## src/rtl/rx_fifo_pkg.sv

```systemverilog
// -----------------------------------------------------------------------------
// rx_fifo_pkg
// Shared constants and helpers for the parametrised receive FIFO.
//   DEFAULT_DATA_WIDTH / DEFAULT_DEPTH : default build geometry
//   cnt_t                              : count/pointer type for the default depth
//   flags_t / calc_flags()             : status flags derived from an occupancy
// -----------------------------------------------------------------------------
package rx_fifo_pkg;

  localparam int DEFAULT_DATA_WIDTH = 8;
  localparam int DEFAULT_DEPTH      = 8;
  localparam int DEFAULT_CNT_W      = $clog2(DEFAULT_DEPTH) + 1;

  // One extra bit over the address width so that DEPTH itself is representable.
  typedef logic [DEFAULT_CNT_W-1:0] cnt_t;

  typedef struct packed {
    logic empty;
    logic full;
    logic almost_full;
    logic almost_empty;
  } flags_t;

  // Status flags for a given occupancy; used on the next-count so the
  // registered flags line up with the registered count.
  function automatic flags_t calc_flags(input int cnt, input int depth,
                                        input int af_thresh, input int ae_thresh);
    flags_t f;
    f.empty        = (cnt == 0);
    f.full         = (cnt == depth);
    f.almost_full  = (cnt >= af_thresh);
    f.almost_empty = (cnt <= ae_thresh);
    return f;
  endfunction

endpackage : rx_fifo_pkg

```

## src/rtl/fifo_regfile.sv

```systemverilog
// -----------------------------------------------------------------------------
// fifo_regfile
// DEPTH x DATA_WIDTH register array: synchronous write, asynchronous read.
//   clk     : write clock, rising edge
//   i_we    : write enable
//   i_waddr : write address
//   i_wdata : write data
//   i_raddr : read address
//   o_rdata : read data (combinational)
// -----------------------------------------------------------------------------
module fifo_regfile #(
  parameter int DATA_WIDTH = 8,
  parameter int DEPTH      = 8
) (
  input  logic                     clk,
  input  logic                     i_we,
  input  logic [$clog2(DEPTH)-1:0] i_waddr,
  input  logic [DATA_WIDTH-1:0]    i_wdata,
  input  logic [$clog2(DEPTH)-1:0] i_raddr,
  output logic [DATA_WIDTH-1:0]    o_rdata
);

  logic [DATA_WIDTH-1:0] r_mem [DEPTH];

  // NOTE: storage has no reset; occupancy is tracked by the pointers and count,
  // so stale words are never observable, and a reset-free array maps to plain
  // flops or LUT RAM without a reset tree.
  always_ff @(posedge clk) begin
    if (i_we) r_mem[i_waddr] <= i_wdata;
  end

  assign o_rdata = r_mem[i_raddr];

endmodule : fifo_regfile

```

## src/rtl/rx_fifo_param.sv

```systemverilog
// -----------------------------------------------------------------------------
// rx_fifo_param
// Parametrised show-ahead receive FIFO between the byte-assembly stage and the
// host read side.
//   clk, n_rst          : clock (rising edge), async active-low reset
//   w_enable, w_data    : push request and word
//   r_enable            : pop request
//   r_data              : head word, 0 while empty
//   empty, full         : count == 0 / count == DEPTH
//   almost_full/_empty  : count >= AF_THRESH / count <= AE_THRESH
//   count               : occupancy 0..DEPTH
// Optional macro RX_FIFO_ERR_FLAGS_EN adds:
//   overrun, underrun   : sticky error flags (dropped push / pop while empty)
//   err_clear           : clears the sticky flags (a same-cycle set wins)
// -----------------------------------------------------------------------------
module rx_fifo_param
  import rx_fifo_pkg::*;
#(
  parameter int DATA_WIDTH = DEFAULT_DATA_WIDTH,
  parameter int DEPTH      = DEFAULT_DEPTH,
  parameter int AF_THRESH  = DEPTH - 2,
  parameter int AE_THRESH  = 1
) (
  input  logic                     clk,
  input  logic                     n_rst,
  input  logic                     w_enable,
  input  logic [DATA_WIDTH-1:0]    w_data,
  input  logic                     r_enable,
  output logic [DATA_WIDTH-1:0]    r_data,
  output logic                     empty,
  output logic                     full,
  output logic                     almost_full,
  output logic                     almost_empty,
`ifdef RX_FIFO_ERR_FLAGS_EN
  input  logic                     err_clear,
  output logic                     overrun,
  output logic                     underrun,
`endif
  output logic [$clog2(DEPTH):0]   count
);

  localparam int AW = $clog2(DEPTH);
  localparam int CW = AW + 1;

  logic [CW-1:0]         r_wptr, r_rptr, r_count, w_count_nxt;
  logic                  r_empty, r_full, r_almost_full, r_almost_empty;
  logic                  w_push, w_pop;
  flags_t                w_flags;
  logic [DATA_WIDTH-1:0] w_rdata;

  // A push into a full FIFO is only legal when a pop frees the slot this edge.
  assign w_push = w_enable && (!r_full || r_enable);
  assign w_pop  = r_enable && !r_empty;

  // NOTE: every variable written here gets a default first so no path leaves it
  // unassigned, which would otherwise infer a latch.
  always_comb begin
    w_count_nxt = r_count;
    unique case ({w_push, w_pop})
      2'b10:   w_count_nxt = r_count + CW'(1);
      2'b01:   w_count_nxt = r_count - CW'(1);
      default: w_count_nxt = r_count;
    endcase
    w_flags = calc_flags(int'(w_count_nxt), DEPTH, AF_THRESH, AE_THRESH);
  end

  // NOTE: state registers use non-blocking assignments so every flop samples
  // the pre-edge values regardless of statement order.
  always_ff @(posedge clk or negedge n_rst) begin
    if (!n_rst) begin
      r_wptr         <= '0;
      r_rptr         <= '0;
      r_count        <= '0;
      r_empty        <= 1'b1;
      r_full         <= 1'b0;
      r_almost_full  <= 1'b0;
      r_almost_empty <= 1'b1;
    end else begin
      if (w_push) r_wptr <= r_wptr + CW'(1);
      if (w_pop)  r_rptr <= r_rptr + CW'(1);
      r_count        <= w_count_nxt;
      r_empty        <= w_flags.empty;
      r_full         <= w_flags.full;
      r_almost_full  <= w_flags.almost_full;
      r_almost_empty <= w_flags.almost_empty;
    end
  end

  // The low pointer bits address storage; the extra MSB only makes the
  // pointer distance equal the occupancy, checked below.
  fifo_regfile #(
    .DATA_WIDTH (DATA_WIDTH),
    .DEPTH      (DEPTH)
  ) u_regfile (
    .clk     (clk),
    .i_we    (w_push),
    .i_waddr (r_wptr[AW-1:0]),
    .i_wdata (w_data),
    .i_raddr (r_rptr[AW-1:0]),
    .o_rdata (w_rdata)
  );

  a_ptr_distance : assert property (@(posedge clk) disable iff (!n_rst)
    CW'(r_wptr - r_rptr) == r_count);

  // Show-ahead head word; forced to zero so stale storage never leaks out.
  assign r_data       = r_empty ? '0 : w_rdata;
  assign empty        = r_empty;
  assign full         = r_full;
  assign almost_full  = r_almost_full;
  assign almost_empty = r_almost_empty;
  assign count        = r_count;

`ifdef RX_FIFO_ERR_FLAGS_EN
  logic r_overrun, r_underrun;
  logic w_overrun_set, w_underrun_set;

  assign w_overrun_set  = w_enable && r_full && !r_enable;
  // Includes the empty push+pop case: the push lands, the pop is still illegal.
  assign w_underrun_set = r_enable && r_empty;

  always_ff @(posedge clk or negedge n_rst) begin
    if (!n_rst) begin
      r_overrun  <= 1'b0;
      r_underrun <= 1'b0;
    end else begin
      r_overrun  <= w_overrun_set  || (r_overrun  && !err_clear);
      r_underrun <= w_underrun_set || (r_underrun && !err_clear);
    end
  end

  assign overrun  = r_overrun;
  assign underrun = r_underrun;
`else
  // Without the error flags, dropped pushes and empty pops are silently ignored.
`endif

endmodule : rx_fifo_param

```

## config.mk

```make
export PLATFORM = sky130hd
export DESIGN_NAME = rx_fifo_param
export DESIGN_NICKNAME = d
export VERILOG_FILES = /design/src/rtl/rx_fifo_pkg.sv /design/src/rtl/fifo_regfile.sv /design/src/rtl/rx_fifo_param.sv
export SDC_FILE = /design/constraint.sdc
export NUM_CORES = 1
export LEC_CHECK = 0
export BUFFER_PORTS_ARGS = -buffer_cell sky130_fd_sc_hd__buf_4
export CAP_MARGIN = 40
export CORE_UTILIZATION = 30
export CTS_BUF_LIST = sky130_fd_sc_hd__clkbuf_16
export DETAILED_ROUTE_END_ITERATION = 12
export PLACE_DENSITY_LB_ADDON = 0.25
export SLEW_MARGIN = 20
export SYNTH_ARGS = -nofsm -noshare
export SYNTH_HDL_FRONTEND = slang
export SYNTH_SLANG_ARGS = --single-unit
```

## constraint.sdc

```tcl
create_clock -name clk -period 3.3 [get_ports clk]
set_input_delay 0.99 -clock clk [delete_from_list [all_inputs] [get_ports clk]]
set_output_delay 0.99 -clock clk [all_outputs]
set_load 0.01 [all_outputs]
```

==> reports/metrics.yaml <==
worst_setup_path:
  path_class: "flip-flop to primary output"
  crit_arrival_ns: 1.96
  worst_endpoint_required_time_ns: 2.31
  endpoint_kind_of_the_worst_setup_timing_path: "primary output"
  startpoint_type: "flip-flop"
  r2r-start: "empty"
  path_max_fanout: 18
  crit_path_end: "r_data[2]"
  timing.reg2reg.setup_slack_ns: 0.96
  crit_path_start: "r_rptr[0]"
  rr_endpoint: "almost_full"
  reg2reg_depth: 6
finish:
  proportion_of_layout_cells_with_a_drive_suffix_above_1: 0.341
  most-common-layout-cells: "edfxtp_1, buf_4, nor2_1"
  seq_area_um2: 2270
  area_growth_syn_to_layout_pct: 22.6
  area_of_combinational_cells_with_multiple_inputs_um2: 861
  layoutNonFillerInstCount: 362
  most_frequent_standard_cell_in_the_layout_excluding_fill_and_tap_cells: "edfxtp_1"
  antenna_cells_inserted: 0
  layout.nets: 237
  fill_cells: 961
  final_core_util: 0.380
power_and_ir_drop:
  power.total_uw: 3640
  leakage_uw: 0.00144
  power_density_of_the_placed_cells_nw_per_um2: 929
  vdd_drop_max_v: 0.000267
run:
  drv.max_cap_violation_count: 0
synth:
  syn_inst: 178
  netlist_area_before_placement_um2: 3200
  synthesis.area_per_instance_um2: 18.0
  yosysWarnings: 0
  synth_async_sr_flop_share: 0.179
  synth_edf_count: 64
  sequential_cell_area_fraction_in_the_yosys_report: 0.711
  synthFlopType: "edfxtp_1"
  ys_seq_elements: 78
  synth_cell_types: 34
  synthesis.nets: 194
place:
  place.port_buffers: 27
  gpl.final_weighted_congestion: 0.661
  half_perimeter_wire_length_after_placement_um: 3970
  placed_cells_incl_taps: 346
route:
  count_of_nets_left_with_antenna_violations_after_detail_routing: 0
  avgRoutedWirePerCell_um: 16.1
  drt-initial-drc-count: 42
  routed_via_density: 4.43
  detail_route.drc_violations: 0
  drt_first_pass_iters: 4
  wl_um: 5820
  vias: 1602
cts:
  clock_tree_root_buffer_cell: "clkbuf_16"
  cells_resized_by_post_cts_repair: 0
  cts-hold-fix-buffers: 0
  cts.sinks: 78
  clkLatencyLatePin_ns: 0.33
  total_setup_buffers_inserted_after_cts: 0
  cts_tree: "yes"
  cts_buffers: 9
  clock_tree.htree_level_count: 3
  cts_max_path_buffers: 2
  worst_setup_hold_path_clk_slew_ns: 0.06
global_route:
  gr_util_all_layers: 0.116
  grt_pass1_vias: 1677
  number_of_antenna_violations_at_the_first_check_in_global_routing: 0
  grt-ovfl-total: 0
  global_route_wire_length_before_repair_um: 9110
  grt_start_max_net_pins: 19
hold_path:
  timing.hold.worst.class: "input pin to asynchronous set/reset pin"
timing:
  setup_total_negative_slack_ns: 0
  fin_crit_sh: 0.893
  relSlewSlack: 0.617
  grt_setup_unrepaired: "no"
  final-max-slew-violation-count: 0
  final_hold_viol_count: 0
  tightest_slew_ns: 0.575
  final_worst_clock_skew_ns: 0.0103
  fmax_ghz: 0.340
  post-route-min-period_ns: 2.95
  finalSetupViolCount: 0
floorplan:
  floorplan.die_area_um2: 11100
  die_y_um: 105
  initial_core_util: 0.310
  rows: 37
  floorplan.io_pins: 28
  die-width_um: 105
  core_region_area_um2: 10300
outcome:
  run_status: "finished, final reports clean"
through the flow:
step                      worst slack [ns]  hold slack (ns)  instance area [um2]
final                                0.355            0.498                 3920
after global routing                 0.193            0.497                 3920
after CTS                            0.278            0.495                 3920
after detailed placement             0.453            0.516                 3620
after global placement               0.510            0.523                 3620
after floorplan                      0.697            0.486                 3200
per-layer routing:
| layer | GRT usage | vias to the layer above | wire length, um |
|---|---|---|---|
| met5 | 0 | - | 0 |
| met4 | 0.0664 | 0 | 138 |
| met3 | 0.0247 | 10 | 140 |
| met2 | 0.202 | 23 | 3060 |
| met1 | 0.133 | 802 | 2480 |
| li1 | - | 767 | - |
logic make-up after synthesis:
logic type / share of synthesized area
AO/OA/AOI/OAI: 0.0117
flip-flops: 0.711
AND/OR/NAND/NOR: 0.0724
adder cells (fa/ha/maj): 0.0157
XOR/XNOR: 0.0219
multiplexers: 0.147
buffers and inverters: 0.0196
report_power, final:
group / leakage, uW / switching, uW / internal [uW]
clock network: 0.000146 / 377 / 588
registers: 0.000745 / 167 / 1280
logic: 0.000547 / 587 / 645
critical path, cell delays in order (launching register included):
cell     delay (ns)
dfrtp_1        0.32
buf_4          0.33
mux4_2         0.56
mux2i_1        0.19
nor2_1         0.06
buf_4          0.15
how the worst min path moves through the flow:
stage / endpoint / startpoint
finish: count[0] / n_rst
global route: count[0] / n_rst
CTS: count[0] / n_rst
detailed placement: r_wptr[0] / r_wptr[0]
global placement: r_wptr[0] / r_wptr[0]
floorplan: r_wptr[0] / r_wptr[0]
final cells by class:
class	count	area share
Tap cell	136	0.0434
Timing Repair Buffer	40	0.0766
Sequential cell	78	0.580
Clock inverter	7	0.0182
Inverter	5	0.00479
Multi-Input combinational cell	87	0.220
Clock buffer	9	0.0574
Yosys cell counts (all sizes together), types with 2 or more instances:
library cell,count,share of area
buf,5,0.010
clkbuf,3,0.0035
dfrtp,12,0.094
dfstp,2,0.016
edfxtp,64,0.60
ha,4,0.016
inv,5,0.0059
mux2i,10,0.031
mux4,16,0.11
nand2,10,0.012
nand2b,3,0.0059
nor2,18,0.021
nor3,2,0.0031
nor3b,2,0.0082
or4b,2,0.0074
xnor2,5,0.014
xor2,3,0.0082
registers in the layout, summed over array words and instances, names as in the netlist:
signal / count
count: 4
full: 1
u_regfile.r_mem: 64
empty: 1
r_rptr: 3
r_wptr: 3
almost_empty: 1
almost_full: 1
Note: power is estimated with default switching activity, not from simulation.
